## src/rtl/rv_fetch_pkg.sv

```systemverilog
// Shared constants and types for the rv_fetch instruction fetch unit.
// Holds data widths, PC step, default reset vector and the FIFO entry type.
package rv_fetch_pkg;
    localparam int          INSTR_W          = 32;
    localparam int          PC_W             = 32;
    localparam logic [31:0] PC_INC           = 32'd4;
    localparam logic [31:0] RESET_VECTOR_DEF = 32'h0000_0000;

    typedef struct packed {
        logic [PC_W-1:0]    pc;
        logic [INSTR_W-1:0] ir;
    } fetch_entry_t;

    // PCs are always word aligned; the low two address bits are dropped.
    function automatic logic [PC_W-1:0] pc_align(input logic [PC_W-1:0] addr);
        return {addr[PC_W-1:2], 2'b00};
    endfunction
endpackage

```

## src/rtl/rv_fetch_if.sv

```systemverilog
// Fetch-unit bus: instruction memory request/response plus decode/execute side.
// master = fetch unit, slave = the environment (memory, decode, execute).
interface rv_fetch_if;
    import rv_fetch_pkg::*;

    logic                f_stall_i;
    logic                x_jump_i;
    logic [PC_W-1:0]     x_jump_target_i;
    logic [PC_W-1:0]     im_addr_o;
    logic                im_rd_o;
    logic [INSTR_W-1:0]  im_data_i;
    logic                im_valid_i;
    logic [INSTR_W-1:0]  f_ir_o;
    logic [PC_W-1:0]     f_pc_o;
    logic                f_valid_o;

    modport master (
        input  f_stall_i, x_jump_i, x_jump_target_i, im_data_i, im_valid_i,
        output im_addr_o, im_rd_o, f_ir_o, f_pc_o, f_valid_o
    );

    modport slave (
        output f_stall_i, x_jump_i, x_jump_target_i, im_data_i, im_valid_i,
        input  im_addr_o, im_rd_o, f_ir_o, f_pc_o, f_valid_o
    );
endinterface

```

## src/rtl/rv_fetch_fifo.sv

```systemverilog
// Two-entry {pc, ir} FIFO between the memory response path and decode.
// Head is read straight from the storage registers; flush empties it in one cycle.
module rv_fetch_fifo
    import rv_fetch_pkg::*;
(
    input  logic         i_clk,
    input  logic         i_rst_n,
    input  logic         i_push,
    input  fetch_entry_t i_push_data,
    input  logic         i_pop,
    input  logic         i_flush,
    output logic         o_full,
    output logic         o_empty,
    output logic [1:0]   o_count,
    output fetch_entry_t o_head
);
    fetch_entry_t r_mem [2];
    logic         r_rd_ptr;
    logic         r_wr_ptr;
    logic [1:0]   r_count;
    logic         w_push;
    logic         w_pop;

    assign o_full  = (r_count == 2'd2);
    assign o_empty = (r_count == 2'd0);
    assign o_count = r_count;
    assign o_head  = r_mem[r_rd_ptr];

    // A push into a full FIFO is only accepted alongside a pop of the head.
    assign w_pop  = i_pop && !o_empty && !i_flush;
    assign w_push = i_push && !i_flush && (!o_full || w_pop);

    always_ff @(posedge i_clk) begin
        if (!i_rst_n || i_flush) begin
            r_rd_ptr <= 1'b0;
            r_wr_ptr <= 1'b0;
            r_count  <= 2'd0;
        end else begin
            if (w_push) r_wr_ptr <= ~r_wr_ptr;
            if (w_pop)  r_rd_ptr <= ~r_rd_ptr;
            case ({w_push, w_pop})
                2'b10:   r_count <= r_count + 2'd1;
                2'b01:   r_count <= r_count - 2'd1;
                default: r_count <= r_count;
            endcase
        end
    end

    always_ff @(posedge i_clk) begin
        if (w_push) r_mem[r_wr_ptr] <= i_push_data;
    end
endmodule

```

## src/rtl/rv_fetch.sv

```systemverilog
// Instruction fetch unit: keeps up to two words in flight or buffered, discards
// responses belonging to a redirected stream, and feeds decode from a small FIFO.
module rv_fetch
    import rv_fetch_pkg::*;
#(
    parameter logic [PC_W-1:0] RESET_VECTOR = RESET_VECTOR_DEF
)(
    input  logic       clk_i,
    input  logic       rst_n_i,
    rv_fetch_if.master bus
);
    logic [PC_W-1:0] r_req_pc;
    logic [PC_W-1:0] r_rsp_pc;
    logic [1:0]      r_outst;
    logic [1:0]      r_discard;

    logic            w_valid;
    logic            w_pop;
    logic            w_issue;
    logic            w_rsp_acc;
    logic            w_push;
    logic            w_empty;
    logic            w_full;
    logic [1:0]      w_count;
    logic [2:0]      w_inflight;
    logic [PC_W-1:0] w_jump_pc;
    fetch_entry_t    w_head;
    fetch_entry_t    w_push_data;

    assign w_valid   = rst_n_i && !w_empty;
    assign w_pop     = w_valid && !bus.f_stall_i && !bus.x_jump_i;
    assign w_jump_pc = pc_align(bus.x_jump_target_i);

    // Requests in flight plus buffered words never exceed the FIFO depth.
    assign w_inflight = {1'b0, r_outst} + {1'b0, w_count} - {2'b00, w_pop};
    assign w_issue    = rst_n_i && !bus.x_jump_i && (w_inflight < 3'd2);

    assign w_rsp_acc = bus.im_valid_i && (r_outst != 2'd0);
    assign w_push    = w_rsp_acc && (r_discard == 2'd0) && !bus.x_jump_i
                       && (!w_full || w_pop);

    assign w_push_data.pc = r_rsp_pc;
    assign w_push_data.ir = bus.im_data_i;

    always_ff @(posedge clk_i) begin
        if (!rst_n_i) begin
            r_req_pc  <= RESET_VECTOR;
            r_rsp_pc  <= RESET_VECTOR;
            r_outst   <= 2'd0;
            r_discard <= 2'd0;
        end else begin
            case ({w_issue, w_rsp_acc})
                2'b10:   r_outst <= r_outst + 2'd1;
                2'b01:   r_outst <= r_outst - 2'd1;
                default: r_outst <= r_outst;
            endcase

            if (bus.x_jump_i) begin
                // Everything still in flight belongs to the old stream.
                r_req_pc  <= w_jump_pc;
                r_rsp_pc  <= w_jump_pc;
                r_discard <= w_rsp_acc ? (r_outst - 2'd1) : r_outst;
            end else begin
                if (w_issue) r_req_pc <= r_req_pc + PC_INC;
                if (w_push)  r_rsp_pc <= r_rsp_pc + PC_INC;
                if (w_rsp_acc && (r_discard != 2'd0)) r_discard <= r_discard - 2'd1;
            end
        end
    end

    rv_fetch_fifo u_fifo (
        .i_clk       (clk_i),
        .i_rst_n     (rst_n_i),
        .i_push      (w_push),
        .i_push_data (w_push_data),
        .i_pop       (w_pop),
        .i_flush     (bus.x_jump_i),
        .o_full      (w_full),
        .o_empty     (w_empty),
        .o_count     (w_count),
        .o_head      (w_head)
    );

    assign bus.im_addr_o = r_req_pc;
    assign bus.im_rd_o   = w_issue;
    assign bus.f_valid_o = w_valid;
    assign bus.f_ir_o    = w_head.ir;
    assign bus.f_pc_o    = w_head.pc;
endmodule

```

## src/flat_wrapper.sv

```systemverilog
// flat-port wrapper written by rule: the top's interface ports become plain ports
module rv_fetch_flat import rv_fetch_pkg::*;
#(
    parameter logic [PC_W-1:0] RESET_VECTOR = RESET_VECTOR_DEF
)
  (clk_i, rst_n_i, bus_f_stall_i, bus_x_jump_i, bus_x_jump_target_i, bus_im_data_i, bus_im_valid_i, bus_im_addr_o, bus_im_rd_o, bus_f_ir_o, bus_f_pc_o, bus_f_valid_o);
  rv_fetch_if bus_i ();
  input  logic clk_i;
  input  logic rst_n_i;
  input wire logic [$bits(bus_i.f_stall_i)-1:0] bus_f_stall_i;
  input wire logic [$bits(bus_i.x_jump_i)-1:0] bus_x_jump_i;
  input wire logic [$bits(bus_i.x_jump_target_i)-1:0] bus_x_jump_target_i;
  input wire logic [$bits(bus_i.im_data_i)-1:0] bus_im_data_i;
  input wire logic [$bits(bus_i.im_valid_i)-1:0] bus_im_valid_i;
  output wire logic [$bits(bus_i.im_addr_o)-1:0] bus_im_addr_o;
  output wire logic [$bits(bus_i.im_rd_o)-1:0] bus_im_rd_o;
  output wire logic [$bits(bus_i.f_ir_o)-1:0] bus_f_ir_o;
  output wire logic [$bits(bus_i.f_pc_o)-1:0] bus_f_pc_o;
  output wire logic [$bits(bus_i.f_valid_o)-1:0] bus_f_valid_o;
  assign bus_i.f_stall_i = bus_f_stall_i;
  assign bus_i.x_jump_i = bus_x_jump_i;
  assign bus_i.x_jump_target_i = bus_x_jump_target_i;
  assign bus_i.im_data_i = bus_im_data_i;
  assign bus_i.im_valid_i = bus_im_valid_i;
  assign bus_im_addr_o = bus_i.im_addr_o;
  assign bus_im_rd_o = bus_i.im_rd_o;
  assign bus_f_ir_o = bus_i.f_ir_o;
  assign bus_f_pc_o = bus_i.f_pc_o;
  assign bus_f_valid_o = bus_i.f_valid_o;
  rv_fetch #(.RESET_VECTOR(RESET_VECTOR)) u_core (.clk_i(clk_i), .rst_n_i(rst_n_i), .bus(bus_i));
endmodule
```

## config.mk

```make
export PLATFORM = sky130hd
export DESIGN_NAME = rv_fetch_flat
export DESIGN_NICKNAME = d
export VERILOG_FILES = /design/src/rtl/rv_fetch_pkg.sv /design/src/rtl/rv_fetch_if.sv /design/src/rtl/rv_fetch_fifo.sv /design/src/rtl/rv_fetch.sv /design/src/flat_wrapper.sv
export SDC_FILE = /design/constraint.sdc
export NUM_CORES = 1
export LEC_CHECK = 0
export ABC_AREA = 1
export BUFFER_PORTS_ARGS = -buffer_cell sky130_fd_sc_hd__clkbuf_2
export CAP_MARGIN = 5
export CELL_PAD_IN_SITES_DETAIL_PLACEMENT = 0
export CELL_PAD_IN_SITES_GLOBAL_PLACEMENT = 1
export CORE_ASPECT_RATIO = 0.75
export CORE_MARGIN = 1.5
export CORE_UTILIZATION = 30
export CTS_CLUSTER_DIAMETER = 120
export DETAILED_ROUTE_END_ITERATION = 10
export PLACE_DENSITY_LB_ADDON = 0.1
export SLEW_MARGIN = 20
export SYNTH_ARGS = -nofsm -noshare
export SYNTH_HDL_FRONTEND = slang
export SYNTH_SLANG_ARGS = --single-unit
```

## constraint.sdc

```tcl
create_clock -name clk_i -period 4.27 [get_ports clk_i]
set_input_delay 0.427 -clock clk_i [delete_from_list [all_inputs] [get_ports clk_i]]
set_output_delay 0.427 -clock clk_i [all_outputs]
set_load 0.01 [all_outputs]
```

== Word-level counts from Yosys, hierarchy flattened ==
Memories as Yosys holds them, arrays and structs flattened. A register that Yosys moved wholly into a read port is not among the register bits.
Cells that the tools add are included.
Operators by class
  muxes and demuxes: 13
  eq/ne operators: 5
  add/sub/neg operators: 9
  reductions and logical operators: 32
  bitwise logic cells: 3
  order comparisons: 1
Operators by type and width (count)
  two-way mux 32 bit: 4
  adder 32 x 3 -> 32 bit (second input constant): 2
  logical AND 1 bit: 14
  nonzero test 2 bit: 7
  one-hot mux 2 bit (2 select lines): 2
  == test 2 bit (second input constant): 3
  two-way mux 2 bit: 3
  subtractor 2 x 1 -> 2 bit (second input constant): 3
  zero test 1 bit: 5
  adder 2 x 1 -> 2 bit (second input constant): 2
  == test 2 x 1 -> 1 bit (second input constant): 2
  zero test 2 bit: 2
  two-way mux 1 bit: 4
  adder 2 x 2 -> 3 bit: 1
  logical OR 1 bit: 3
  less-than comparator 3 x 2 -> 1 bit (second input constant): 1
  inverter 1 bit: 3
  subtractor 3 x 1 -> 3 bit: 1
  OR reduction 2 bit: 1
Storage, ports and cells
  register bits: 72
  memories kept: 1
  RAM bits: 128
  input bits: 69
  logic and storage cells: 73
  output and inout port bits: 98
Memory list
  u_core.u_fifo.r_mem: depth 2, width 64, rd ports 1, clocked after memory_dff 1, wr ports 1, RTL line rv_fetch_fifo.sv:17  | fetch_entry_t r_mem [2];

== Depth between registers and ports, before layout ==
  word-level depth: 11
  depth in mapped cells: 16
  mapped depth without buffers: 16

== Cells and area by module ==
Synthesis repeated with hierarchy kept, for this count alone.
Second synthesis, totals
  cells, all modules: 1033
  area total of the unflattened synthesis: 9779.4 µm²
Modules (own cells, without submodules)
  rv_fetch_fifo: instances 1, seq. area each 3943.8 µm², area each 5153.7 µm², cells each 241
  rv_fetch: instances 1, seq. area each 1281.2 µm², area each 4625.7 µm², cells each 792

== Worst setup path before layout ==
OpenSTA, ideal clock, no wires.
  path type: register -> register
  start: reg u_core.r_outst[0]
  end: mem u_core.u_fifo.r_mem[1][0] (netlist bit) (enable)
  setup time: 0.484 ns
  required time: 3.786 ns
  arrival: 3.853 ns
  clock period less this slack: 4.336 ns
  buffers on the path: 1
  path slack: -0.066 ns
  stages on the path, launching flop included: 11
  cell sequence: dfxtp_1 -> inv_1 -> ha_1 -> inv_1 -> nand2_1 -> inv_1 -> nand3_1 -> inv_1 -> nand2_2 -> buf_2 -> nor2_1
On the way
  longest elaborated chain between the ends: 9
RTL lines
  from (decl): RTL line rv_fetch.sv:14  | logic [1:0] r_outst;
  from (signal assigned): RTL line rv_fetch.sv:53  | 2'b10: r_outst <= r_outst + 2'd1;
  from (signal assigned): RTL line rv_fetch.sv:54  | 2'b01: r_outst <= r_outst - 2'd1;
  from (signal assigned): RTL line rv_fetch.sv:55  | default: r_outst <= r_outst;
  nonzero test 2 bit: RTL line rv_fetch.sv:38  | assign w_rsp_acc = bus.im_valid_i && (r_outst != 2'd0);
  logical AND 1 bit: RTL line rv_fetch.sv:38
  logical AND 1 bit (2 in a row): RTL line rv_fetch.sv:39  | assign w_push = w_rsp_acc && (r_discard == 2'd0) && !bus.x_jump_i
  logical AND 1 bit: RTL line rv_fetch.sv:40  | && (!w_full || w_pop);
  logical AND 1 bit (2 in a row): RTL line rv_fetch_fifo.sv:31  | assign w_push = i_push && !i_flush && (!o_full || w_pop);
  two-way mux 1 bit: RTL line rv_fetch_fifo.sv:50  | if (w_push) r_mem[r_wr_ptr] <= i_push_data;
  two-way mux 1 bit (not written as such): RTL line rv_fetch_fifo.sv:50
  to (decl): RTL line rv_fetch_fifo.sv:17
Every way passes these cells.

== Worst setup path in the final report ==
  start: reg u_core.u_fifo.r_count[0], in the netlist u_core.u_fifo.o_count[0]
  end: out bus_im_rd_o
On the way
  longest elaborated chain between the ends: 8
  elaborated cells between the ends (all ways): 9
  those cells by class: add/sub: 2; order compare: 1; reduce/logical: 6
RTL lines
  from (decl): RTL line rv_fetch_fifo.sv:20  | logic [1:0] r_count;
  from (signal assigned): RTL line rv_fetch_fifo.sv:42  | 2'b10: r_count <= r_count + 2'd1;
  from (signal assigned): RTL line rv_fetch_fifo.sv:43  | 2'b01: r_count <= r_count - 2'd1;
  from (signal assigned): RTL line rv_fetch_fifo.sv:44  | default: r_count <= r_count;
  zero test 2 bit: RTL line rv_fetch_fifo.sv:25  | assign o_empty = (r_count == 2'd0);
  zero test 1 bit: RTL line rv_fetch.sv:30  | assign w_valid = rst_n_i && !w_empty;
  logical AND 1 bit: RTL line rv_fetch.sv:30
  logical AND 1 bit (2 in a row): RTL line rv_fetch.sv:31  | assign w_pop = w_valid && !bus.f_stall_i && !bus.x_jump_i;
  subtractor 3 x 1 -> 3 bit (*): RTL line rv_fetch.sv:35  | assign w_inflight = {1'b0, r_outst} + {1'b0, w_count} - {2'b00, w_pop};
  less-than comparator 3 x 2 -> 1 bit (*): RTL line rv_fetch.sv:36  | assign w_issue = rst_n_i && !bus.x_jump_i && (w_inflight < 3'd2);
  logical AND 1 bit (*): RTL line rv_fetch.sv:36
  to (decl): RTL line flat_wrapper.sv:16  | output wire logic [$bits(bus_i.im_rd_o)-1:0] bus_im_rd_o;
Mark *: on every way between the ends. The rest lies on a longest branch, timed or not.

==> results.py <==
metrics = {
    "cells_and_area": {
        "nets": 1236,
        "diodes": 0,
        "drive_above_1_share": 0.246,
        "area_delta_synth_final_pct": 19.9,
        "stdcell_area_um2": 11000,
    },
    "critical_path": {
        "worstPathCellList": "inv_1 -> nand2_1 -> nand3_2 -> inv_1 -> ha_1 -> or2_2 -> fa_1 -> inv_1 -> nor2_1 -> nand2_2 -> inv_2 -> clkbuf_2",
        "timing.rr.start": "u_core.u_fifo.o_count[0]",
        "start_kind": "register",
        "path_max_fanout": 14,
        "crit_arrival_ps": 3080,
        "max_stage_delay_ps": 480,
        "ff2ff_setup_slack_ps": 1220,
        "cp_common_cell": "inv_1",
        "startpoint": "u_core.u_fifo.o_count[0]",
        "critPathKind": "register to output pin",
        "slowest_stage": "fa_1",
        "cp.required_ps": 3840,
        "end_kind": "output pin",
    },
    "route": {
        "routed_wl_mm": 26.5,
        "drtIter0Drc": 399,
        "wl_per_cell_um": 16.9,
        "first_pass_iters": 5,
        "ant_nets": 0,
        "viasPerCell": 4.58,
        "vias": 7184,
        "drcViolationCount": 0,
    },
    "clocking": {
        "post-cts-setup-buffers": 0,
        "cts_tree": "done",
        "cts_hold_buf": 0,
        "clock_sinks": 193,
        "htree_levels": 4,
        "root_buffer": "clkbuf_16",
        "cts_resized": 0,
        "numCtsBuffers": 17,
        "cts.path.max_buffers": 2,
        "path_clk_slew_ps": 70,
        "worstSkewPairLatency_ps": 440,
    },
    "synth": {
        "yosys-top-cells-area": "edfxtp_1, dfxtp_1, nand2_1",
        "seq_area_frac_synth": 0.554,
        "postSynthCellCount": 996,
        "synth.most_common_cell": "nand2_1",
        "synth_ff_type": "edfxtp_1",
        "netlist.area_leader.share": 0.404,
        "yosys_warnings": 0,
        "synth_common_cells": "nand2_1, edfxtp_1, nor2_1",
        "synth_cell_types": 36,
        "ys_seq_elements": 193,
        "synth_edf_count": 124,
        "avgSynthCellArea_um2": 9.25,
        "synth_area_leader_cell": "edfxtp_1",
        "ys_async_sr_fraction": 0,
        "syn_area_um2": 9210,
    },
    "timing": {
        "worst_pin_slew_ps": 946,
        "finClkSkew_ps": 14.0,
        "period_share": 0.822,
        "hold_ws_ps": 175,
        "slew_viol_final": 0,
        "final-hold-violation-count": 0,
        "max_freq_mhz": 285,
        "tns_ps": 0,
        "timing.final.crit_period_ps": 3510,
        "maxSlewHeadroom": 0.369,
        "finalSetupViolations": 0,
        "rsz0062_at_grt": "false",
        "setup_ws_ps": 758,
    },
    "min_path": {
        "hp-class": "input pin to register",
        "hp-start": "bus_im_data_i[3]",
    },
    "global_route": {
        "grt_max_degree": 63,
        "grt_pass1_vias": 6780,
        "antenna_found_initial": 0,
        "grt.total_usage": 0.171,
        "grt_pass1_wl_mm": 40.8,
        "overflow": 0,
    },
    "placement": {
        "hpwlAfterDp_mm": 19.1,
        "place.gp.congestion": 0.790,
        "port_buffers": 160,
        "postPlaceCellArea_um2": 10500,
        "place_ws_ps": 1060,
    },
    "floorplanning": {
        "io_pins": 167,
        "fp.dieW_um": 205,
        "core-area_um2": 30200,
        "num_rows": 55,
        "initial_core_util": 0.305,
        "die_height_um": 155,
        "dieArea_um2": 31800,
    },
    "power_and_ir_drop": {
        "leakage_nw": 4.32,
        "vdd_drop_max_uv": 263,
        "power_density_nw_per_um2": 406,
    },
    "outcome": {
        "outcome": "completed",
    },
    "job": {
        "drv_cap": 0,
    },
}
## registers in the layout (all words and copies together), names as in the netlist, named ones only
| register | flops |
|---|---|
| u_core.bus.im_addr_o | 30 |
| u_core.r_outst | 2 |
| u_core.u_fifo.o_count | 2 |
| u_core.r_rsp_pc | 30 |
| u_core.u_fifo.r_rd_ptr | 1 |
| u_core.r_discard | 2 |
| u_core.u_fifo.r_wr_ptr | 1 |
| u_core.u_fifo.r_mem | 124 |
## report_power, final
part	leakage, nW	switching, mW	internal (mW)	total (mW)
Sequential	1.70	0.0934	2.12	2.21
Combinational	2.34	0.445	0.247	0.691
Clock	0.271	0.800	0.778	1.58
## cell type report
| class | count | area, µm² |
|---|---|---|
| multi-input combinational | 676 | 3580 |
| tap | 399 | 499 |
| fill | 3159 | 19200 |
| inverter | 99 | 372 |
| sequential | 193 | 5110 |
| timing repair buffer | 171 | 908 |
| clock inverter | 14 | 144 |
| clock buffer | 18 | 429 |
## per-layer routing
metal / GRT usage / vias up / wire length, µm
li1: - / 3628 / -
met1: 0.259 / 3426 / 13800
met2: 0.253 / 115 / 11600
met3: 0.0293 / 15 / 829
met4: 0.0358 / 0 / 206
met5: 0 / - / 0
## stage by stage
step	utilization	std cells	power, mW
6_report	0.365	1570	4.48
5_1_grt	0.365	1570	4.73
4_1_cts	0.365	1570	4.57
3_5_place_dp	0.346	1538	2.97
3_3_place_gp	0.346	1538	2.97
2_1_floorplan	-	999	2.69
## kinds of logic after synthesis
group | after synthesis | share of synthesized area
fa+ha+maj | 9 | 0.0130
mux | 62 | 0.0758
flops | 193 | 0.554
simple gates | 476 | 0.217
other cells | 1 | 0.000407
xor+xnor | 21 | 0.0200
compound gates | 104 | 0.0596
buf+inv | 130 | 0.0599
## layout by cell type, fill, tap and decap left out, drive strengths merged, types with 2 or more instances in the layout
cell type / instances
o21bai: 3
a31oi: 3
buf: 11
and2: 3
xnor2: 4
o21ai: 35
o211ai: 4
clkbuf: 178
xor2: 17
nand2: 265
or2: 2
ha: 8
nand4: 8
mux2: 62
dfxtp: 69
nand3: 67
inv: 105
clkinvlp: 3
nand3b: 10
a21oi: 57
clkinv: 5
nor3: 5
edfxtp: 124
conb: 4
nor2: 116
## critical path: cells and delay by family (launching register included)
family,cells,cell delay (ps)
AND/OR/NAND/NOR,5,830
buffers and inverters,5,760
adder cells (fa/ha/maj),2,690
flip-flops,1,370
## final timing paths
path,cells after the start,end
worst max-delay path,12,bus_im_rd_o
worst min-delay path,1,u_core.u_fifo.r_mem[0][3]
worst max register to register,14,u_core.bus.im_addr_o[29]
worst min register to register,2,register
No activity file was read; power rests on OpenSTA's default activity.
